<file path="src/rtl/edp_muldiv_seq.sv">
// Step sequencer for EDP multiply/divide: radix-4 Booth multiply and non-restoring divide.
// Drives adder function, AR/ARX load and MQ shift control broadcast to all EDP slices.
module edp_muldiv_seq #(
   parameter int MUL_STEPS = 18,
   parameter int DIV_STEPS = 36,
   parameter int CNT_W     = 6
) (
   input  logic             clk_edp_h,
   input  logic             mr_reset_l,
   input  logic             start_h,
   input  logic             op_div_h,
   input  logic             abort_h,
   input  logic             div_ovf_h,
   input  logic             mq_34_h,
   input  logic             mq_35_h,
   input  logic             ad_00_h,
   output logic             busy_h,
   output logic             done_h,
   output logic             ovf_h,
   output logic [2:0]       ad_func_h,
   output logic             ar_load_h,
   output logic [1:0]       mq_sel_h,
   output logic             q_bit_h,
   output logic [CNT_W-1:0] step_cnt_h
);

   typedef enum logic [2:0] {
      S_IDLE,
      S_SETUP,
      S_STEP,
      S_FIXUP,
      S_DONE
   } state_t;

   localparam logic [2:0] AD_PASS  = 3'd0;
   localparam logic [2:0] AD_ADD   = 3'd1;
   localparam logic [2:0] AD_SUB   = 3'd2;
   localparam logic [2:0] AD_ADD2  = 3'd3;
   localparam logic [2:0] AD_SUB2  = 3'd4;

   localparam logic [1:0] MQ_HOLD  = 2'd0;
   localparam logic [1:0] MQ_SHR2  = 2'd1;
   localparam logic [1:0] MQ_SHL1  = 2'd2;

   localparam logic [CNT_W-1:0] MUL_CNT = CNT_W'(MUL_STEPS);
   localparam logic [CNT_W-1:0] DIV_CNT = CNT_W'(DIV_STEPS);
   localparam logic [CNT_W-1:0] CNT_ONE = CNT_W'(1);

   state_t           state_q, state_d;
   logic [CNT_W-1:0] cnt_q, cnt_d;
   logic             booth_cry_q, booth_cry_d;
   logic             op_div_q, op_div_d;
   logic             ovf_q, ovf_d;

   always_ff @(posedge clk_edp_h or negedge mr_reset_l) begin
      if (!mr_reset_l) begin
         state_q     <= S_IDLE;
         cnt_q       <= '0;
         booth_cry_q <= 1'b0;
         op_div_q    <= 1'b0;
         ovf_q       <= 1'b0;
      end else begin
         state_q     <= state_d;
         cnt_q       <= cnt_d;
         booth_cry_q <= booth_cry_d;
         op_div_q    <= op_div_d;
         ovf_q       <= ovf_d;
      end
   end

   always_comb begin
      state_d     = state_q;
      cnt_d       = cnt_q;
      booth_cry_d = booth_cry_q;
      op_div_d    = op_div_q;
      ovf_d       = ovf_q;
      busy_h      = 1'b0;
      done_h      = 1'b0;
      ovf_h       = 1'b0;
      ad_func_h   = AD_PASS;
      ar_load_h   = 1'b0;
      mq_sel_h    = MQ_HOLD;
      q_bit_h     = 1'b0;

      case (state_q)
         S_IDLE: begin
            if (start_h) begin
               state_d  = S_SETUP;
               op_div_d = op_div_h;
            end
         end

         S_SETUP: begin
            busy_h      = 1'b1;
            cnt_d       = op_div_q ? DIV_CNT : MUL_CNT;
            booth_cry_d = 1'b0;
            if (op_div_q && div_ovf_h) begin
               ovf_d   = 1'b1;
               state_d = S_DONE;
            end else begin
               state_d = S_STEP;
            end
         end

         S_STEP: begin
            busy_h    = 1'b1;
            ar_load_h = 1'b1;
            cnt_d     = cnt_q - CNT_ONE;
            if (op_div_q) begin
               mq_sel_h = MQ_SHL1;
               q_bit_h  = ~ad_00_h;
               // The first divide step always subtracts; later steps restore by sign.
               if ((cnt_q == DIV_CNT) || !ad_00_h) begin
                  ad_func_h = AD_SUB;
               end else begin
                  ad_func_h = AD_ADD;
               end
            end else begin
               mq_sel_h    = MQ_SHR2;
               booth_cry_d = mq_34_h;
               case ({mq_34_h, mq_35_h, booth_cry_q})
                  3'b001, 3'b010: ad_func_h = AD_ADD;
                  3'b011:         ad_func_h = AD_ADD2;
                  3'b100:         ad_func_h = AD_SUB2;
                  3'b101, 3'b110: ad_func_h = AD_SUB;
                  default:        ad_func_h = AD_PASS;
               endcase
            end
            if (cnt_q == CNT_ONE) begin
               state_d = (op_div_q && ad_00_h) ? S_FIXUP : S_DONE;
            end
         end

         S_FIXUP: begin
            busy_h    = 1'b1;
            ad_func_h = AD_ADD;
            ar_load_h = 1'b1;
            state_d   = S_DONE;
         end

         S_DONE: begin
            busy_h  = 1'b1;
            done_h  = 1'b1;
            ovf_h   = ovf_q;
            ovf_d   = 1'b0;
            state_d = S_IDLE;
         end

         default: begin
            state_d = S_IDLE;
         end
      endcase

      // Abort overrides everything, including the outputs of the current cycle.
      if (abort_h) begin
         state_d     = S_IDLE;
         cnt_d       = '0;
         booth_cry_d = 1'b0;
         ovf_d       = 1'b0;
         busy_h      = 1'b0;
         done_h      = 1'b0;
         ovf_h       = 1'b0;
         ad_func_h   = AD_PASS;
         ar_load_h   = 1'b0;
         mq_sel_h    = MQ_HOLD;
         q_bit_h     = 1'b0;
      end
   end

   assign step_cnt_h = cnt_q;

endmodule

</file>
<file path="config.mk">
export PLATFORM = sky130hd
export DESIGN_NAME = edp_muldiv_seq
export DESIGN_NICKNAME = d
export VERILOG_FILES = /design/src/rtl/edp_muldiv_seq.sv
export SDC_FILE = /design/constraint.sdc
export NUM_CORES = 1
export LEC_CHECK = 0
export ABC_AREA = 1
export CORE_ASPECT_RATIO = 0.75
export CORE_UTILIZATION = 35
export CTS_CLUSTER_SIZE = 30
export DETAILED_ROUTE_END_ITERATION = 16
export GPL_TIMING_DRIVEN = 0
export HOLD_SLACK_MARGIN = 0.12
export PLACE_DENSITY = 0.6
export SLEW_MARGIN = 20
export SYNTH_ARGS = -nofsm -noshare
export SYNTH_HDL_FRONTEND = slang
export SYNTH_SLANG_ARGS = --single-unit
</file>
<file path="constraint.sdc">
create_clock -name clk_edp_h -period 1.5 [get_ports clk_edp_h]
set_input_delay 0.3 -clock clk_edp_h [delete_from_list [all_inputs] [get_ports clk_edp_h]]
set_output_delay 0.3 -clock clk_edp_h [all_outputs]
set_load 0.01 [all_outputs]
</file>
==> metrics.csv, run 1 <==
metric,value,unit
# hold bufs at CTS,0,
clk sinks,12,
post-synth cell types,19,
total CTS buffers,3,
cells along the critical path,inv_2 > ha_4 > nand2_4 > nor2_2 > nand2_1 > nand2_1 > nand2_2 > nand2_1 > a21oi_2 > buf_2,
dpl ws,-855,ps
fin. max-slew vios,0,
Syn Area/Cell,6.71,sq um
Final Setup Violations,10,
measured slew at the worst slew-check pin,563,ps
clock power share,0.095,
final setup margin,-292,ps
number of global-route vias before repair,962,
Die ar.,0.00250,sq mm
Starting Density,0.387,
Power Dens Cells,1560,mW/mm^2
Power Internal,1.24,mW
RSZ-0062 raised after global routing,true,
die span in y,43.6,um
Cells after DPL,168,
CTS max path bufs,2,
final worst-path cycle share,1.19,
P_leak,0.785,nW
Synth warnings,0,
leading area contributor after synthesis,dfrtp_1,
GRT Total Usage,0.231,
Worst-Skew Late Latency,280,ps
Max Cap Violations,0,
fmax,558,MHz
synthesized area,806,sq um
Vias/cell,5.06,
crit-path max FO,2,
via count,1012,
Clock Pin Slew Worst Setup and Hold Paths,70,ps
Startpoint Class,flop,
status,"finished, violations left",
sequential area share after synthesis,0.373,
Cells after Synth,120,
CTS tree,done,
first-pass GRT wire length,4270,um
# DRC,3,
min cycle time layout,1790,ps
worst hold margin,374,ps
sequential share of power,0.239,
final net count,189,
NetSw,0.972,mW
initial antenna violation count,0,
largest cells by area after synthesis,"dfrtp_1 37%, nand2_1 15%, inv_1 7.0%",
core area,0.00208,sq mm
clock root cell,clkbuf_4,
slowest CP cell,dfrtp_1,
Critical Path Max Stage Delay,380,ps
I/O Buffers,24,
Rel. slew slack,0.624,
Synth top area share,0.373,
Crit Path Class,flop to output pin,
routed wire length,2710,um
CP Data Arrival Time,1490,ps
worst min path class,input port to async pin,
gr ovfl total,0,
"most common cell after layout, fill and taps aside",nand2_1,
Boundary Pins,25,
failing checks,"design-rule violations, negative setup slack",
design area,0.00141,sq mm
die span in x,57.4,um
combinational share of power,0.666,
DP Area,0.00108,sq mm
initial drt markers,33,
synth-to-layout area growth,75.5,%
Hold Fails Final Rpt,0,
length of the first detailed-routing pass in iterations,10,
dpl hpwl,1650,um
Worst setup EP type,output pin,
fin cells,200,
share of cells above drive strength 1,0.392,
"Net Count, Synth",131,
GPL Wtd Cong,0.834,
Net Sw Frac,0.440,
"most used cell, CP",nand2_1,
"commonest cells after routing, fill and taps aside","28 x nand2_1, 23 x buf_4, 12 x inv_1, 11 x dfrtp_1",
Rows,14,
Worst VDD drop,0.000798,V
# diodes,0,
Critical Path RT,1200,ps
Final Power,2.21,mW
routed len/inst,13.6,um
post-route ant nets,0,
clock skew,0.410,ps
largest net degree at the start of global routing,13,
CTS H-tree depth,1,
#FFs+latches synth,12,
[power groups by stage]
stage / Combinational [mW] / Clock [mW] / Sequential [mW]
after floorplan: 0.531 / 0 / 0.563
after global placement: 0.875 / 0 / 0.556
after detailed placement: 0.885 / 0 / 0.555
after CTS: 1.29 / 0.208 / 0.518
after global routing: 1.60 / 0.235 / 0.538
final: 1.47 / 0.209 / 0.528
[flip-flops by register name (all words and copies together), names as in the netlist]
signal       flops
ovf_q            1
state_q          3
step_cnt_h       6
booth_cry_q      1
op_div_q         1
[per-layer routing]
layer	vias to the layer above	part of all wire	GRT usage
met5	-	0	0
met4	0	0.026	0.0683
met3	8	0.065	0.0716
met2	31	0.47	0.388
met1	474	0.44	0.287
li1	499	-	-
[worst max-delay path: cells and delay by family (launching register included)]
| family | cells | cell delay (ps) |
|---|---|---|
| simple gates | 6 | 400 |
| flops | 1 | 380 |
| buf+inv | 2 | 230 |
| fa+ha+maj | 1 | 150 |
| compound gates | 1 | 50 |
[per-stage QoR]
step	util	TNS, ps
after floorplan	-	0
after global placement	0.518	-6310
after detailed placement	0.518	-6350
after CTS	0.625	-1490
after global routing	0.678	-2630
final	0.678	-1750
[cells by family after synthesis]
logic type,Yosys count,share of synthesized area
flip-flops,12,0.373
AO/OA/AOI/OAI,22,0.144
buffers and inverters,20,0.0932
AND/OR/NAND/NOR,63,0.348
adder cells (fa/ha/maj),2,0.0311
XOR/XNOR,1,0.0109
[cell usage after synthesis]
library cell	count
a21oi_1	6
nand3_1	8
nand4_1	1
nor3b_1	1
nor2_1	14
nand3_2	2
nor3_1	2
a31oi_1	1
dfrtp_1	12
ha_1	2
nand2_1	32
xor2_1	1
nand2_2	2
o21ai_0	10
nor2_4	1
o211a_1	1
inv_1	15
inv_2	5
o21ai_1	4
[worst paths after layout]
kind / start / to / slack [ps] / cells after the start
worst max-delay path: step_cnt_h[1]$_DFFE_PN0P_ / ad_func_h[0] / -290 / 10
max in group asynchronous: mr_reset_l / state_q[1]$_DFFE_PN0P_ / 730 / 1
min in group clk_edp_h: booth_cry_q$_DFFE_PN0P_ / booth_cry_q$_DFFE_PN0P_ / 520 / 2
worst min-delay path: mr_reset_l / step_cnt_h[3]$_DFFE_PN0P_ / 370 / 1
worst min register to register: booth_cry_q$_DFFE_PN0P_ / booth_cry_q$_DFFE_PN0P_ / 520 / 2
worst max register to register: state_q[1]$_DFFE_PN0P_ / op_div_q$_DFFE_PN0P_ / 30 / 8
[area by class of cell]
type | count | area, sq um
multi-input cells | 88 | 528
inverters | 20 | 75.1
fillers | 195 | 671
repair buffers | 53 | 457
clock buffers | 3 | 22.5
flip-flops and latches | 12 | 302
well taps | 24 | 30.0
[timing repair]
action / 4_1_cts / 5_1_grt
setup endpoints to repair: 15 / 13
resized for setup: 66 / 15
hold endpoints to repair: 0 / 0
pin swaps: 8 / 7
buffers inserted: 21 / 9
Note: power is estimated with default switching activity, not from simulation.
==> run 2: changes to the inputs <==
CORE_UTILIZATION = 45   (was 35)
PLACE_DENSITY = 0.75   (was 0.6)
==> run 2 against run 1 <==
The run ends with negative setup slack left. Worst setup slack worse by 79 ps. Combinational power rose by 3%. Clock skew rose by 3.2 ps. Largest power group unchanged.
==> metrics.csv, run 2 (synthesis results as in run 1) <==
metric,value,unit,change
status,"finished, violations left",,unchanged
failing checks,negative setup slack,,"was design-rule violations, negative setup slack"
clock skew,3.60,ps,was 0.410 ps
fin. max-slew vios,0,,unchanged
Clock Pin Slew Worst Setup and Hold Paths,70,ps,about the same
Critical Path RT,1200,ps,about the same
dpl ws,-811,ps,was -855 ps
Rows,12,,was 14
I/O Buffers,24,,unchanged
synth-to-layout area growth,64.9,%,was 75.5%
final setup margin,-371,ps,was -292 ps
Final Setup Violations,10,,unchanged
"most common cell after layout, fill and taps aside",nand2_1,,unchanged
gr ovfl total,0,,unchanged
share of cells above drive strength 1,0.369,,was 0.392
total CTS buffers,3,,unchanged
DP Area,0.00108,sq mm,about the same
largest net degree at the start of global routing,13,,unchanged
crit-path max FO,2,,unchanged
Power Dens Cells,1690,mW/mm^2,was 1560 mW/mm^2
cells along the critical path,inv_2 > ha_4 > nand2_4 > nor2_2 > nand2_1 > nand2_1 > nand2_2 > o21ai_1 > buf_2,,was inv_2 > ha_4 > nand2_4 > nor2_2 > nand2_1 > nand2_1 > nand2_2 > nand2_1 > a21oi_2 > buf_2
Reg area,303,sq um,was 302 sq um
Rel. slew slack,0.621,,was 0.624
CP Data Arrival Time,1570,ps,was 1490 ps
GRT Total Usage,0.316,,was 0.231
routed len/inst,15.8,um,was 13.6 um
worst min path class,input port to async pin,,unchanged
routed wire length,2990,um,was 2710 um
die span in y,38.6,um,was 43.6 um
min cycle time layout,1870,ps,was 1790 ps
Largest register FFs,6,,unchanged
clock root cell,clkbuf_4,,unchanged
Crit Path Class,flop to output pin,,unchanged
Hold Fails Final Rpt,0,,unchanged
initial drt markers,72,,was 33
first-pass GRT wire length,4190,um,was 4270 um
clk sinks,12,,unchanged
FILL cells,96,,was 195
RSZ-0062 raised after global routing,true,,unchanged
CTS max path bufs,2,,unchanged
CTS tree,done,,unchanged
length of the first detailed-routing pass in iterations,4,,was 10
final net count,181,,was 189
Worst VDD drop,0.00129,V,was 0.000798 V
Boundary Pins,25,,unchanged
"commonest cells after routing, fill and taps aside","26 x nand2_1, 18 x buf_4, 12 x inv_1, 10 x dfrtp_1",,"was 28 x nand2_1, 23 x buf_4, 12 x inv_1, 11 x dfrtp_1"
GPL Wtd Cong,0.896,,was 0.834
Startpoint Class,flop,,unchanged
crit path buf inv count,2,,unchanged
number of global-route vias before repair,931,,was 962
fmax,534,MHz,was 558 MHz
crit-path leading delay family,simple AND/OR/NAND/NOR gates,,unchanged
multi-input logic area,518,sq um,was 528 sq um
Worst setup EP type,output pin,,unchanged
Critical Path Max Stage Delay,390,ps,was 380 ps
final worst-path cycle share,1.25,,was 1.19
die span in x,50.9,um,was 57.4 um
# DRC,0,,was 3
Starting Density,0.511,,was 0.387
measured slew at the worst slew-check pin,567,ps,was 563 ps
Worst-Skew Late Latency,280,ps,about the same
Die ar.,0.00197,sq mm,was 0.00250 sq mm
post-route ant nets,0,,unchanged
# diodes,0,,unchanged
slowest CP cell,dfrtp_1,,unchanged
design area,0.00133,sq mm,was 0.00141 sq mm
"most used cell, CP",nand2_1,,unchanged
Final Util,0.843,,was 0.678
initial antenna violation count,0,,unchanged
core area,0.00158,sq mm,was 0.00208 sq mm
CTS H-tree depth,1,,unchanged
dpl hpwl,1610,um,was 1650 um
Max Cap Violations,0,,unchanged
via count,1054,,was 1012
Vias/cell,5.58,,was 5.06
P_leak,0.734,nW,was 0.785 nW
-- run 2: cell type report --
| cell class | instances | area share |
|---|---|---|
| Sequential cell | 12 | 0.228 |
| Timing Repair Buffer | 45 | 0.285 |
| Tap cell | 21 | 0.0198 |
| Multi-Input combinational cell | 88 | 0.390 |
| Inverter | 20 | 0.0603 |
| Clock buffer | 3 | 0.0169 |
-- run 2: worst reg2reg max path: stages, from the launching register on --
cell,delay (ps)
dfrtp_1,380
inv_2,80
buf_4,100
buf_4,100
nand3_1,130
o21ai_0,310
nand3_1,170
nand2_1,90
nand2_1,50
-- run 2: stage by stage --
stage / setup TNS [ps] / hold WS, ps / std cells / total power, mW
2_1_floorplan: 0 / 4.41 / 120 / 1.09
3_3_place_gp: -6080 / 494 / 165 / 1.42
3_5_place_dp: -6250 / 500 / 165 / 1.45
4_1_cts: -1290 / 392 / 187 / 2.04
5_1_grt: -2080 / 412 / 189 / 2.38
6_report: -1580 / 383 / 189 / 2.25
-- run 2: metal layers --
layer,wire length [um],GRT usage,share of wire,vias to the layer above
li1,-,-,-,483
met1,1190,0.347,0.40,474
met2,1410,0.583,0.47,73
met3,254,0.0784,0.085,24
met4,130,0.160,0.044,0
met5,0,0,0,-
-- run 2: path summary, 6_finish.rpt --
path / endpoint / slack, ps / depth (start not counted) / from
max: ad_func_h[1] / -370 / 9 / step_cnt_h[0]$_DFFE_PN0P_
max in group asynchronous: state_q[1]$_DFFE_PN0P_ / 710 / 1 / mr_reset_l
max reg2reg: step_cnt_h[5]$_DFFE_PN0P_ / -30 / 8 / step_cnt_h[1]$_DFFE_PN0P_
min in group clk_edp_h: booth_cry_q$_DFFE_PN0P_ / 520 / 2 / booth_cry_q$_DFFE_PN0P_
min: step_cnt_h[2]$_DFFE_PN0P_ / 380 / 1 / mr_reset_l
min reg2reg: booth_cry_q$_DFFE_PN0P_ / 520 / 2 / booth_cry_q$_DFFE_PN0P_
-- run 2: power by group --
group          switching (mW)  leakage (nW)  internal, mW
logic                   0.823         0.561         0.684
clock network           0.106        0.0138        0.0932
registers               0.110         0.159         0.430
total                    1.04         0.734          1.21
-- run 2: timing repair --
action	4_1_cts	5_1_grt
pin swaps	9	7
buffers inserted	19	3
gates cloned	0	0
resized for setup	68	11
hold buffers	0	0
setup endpoints to repair	15	12
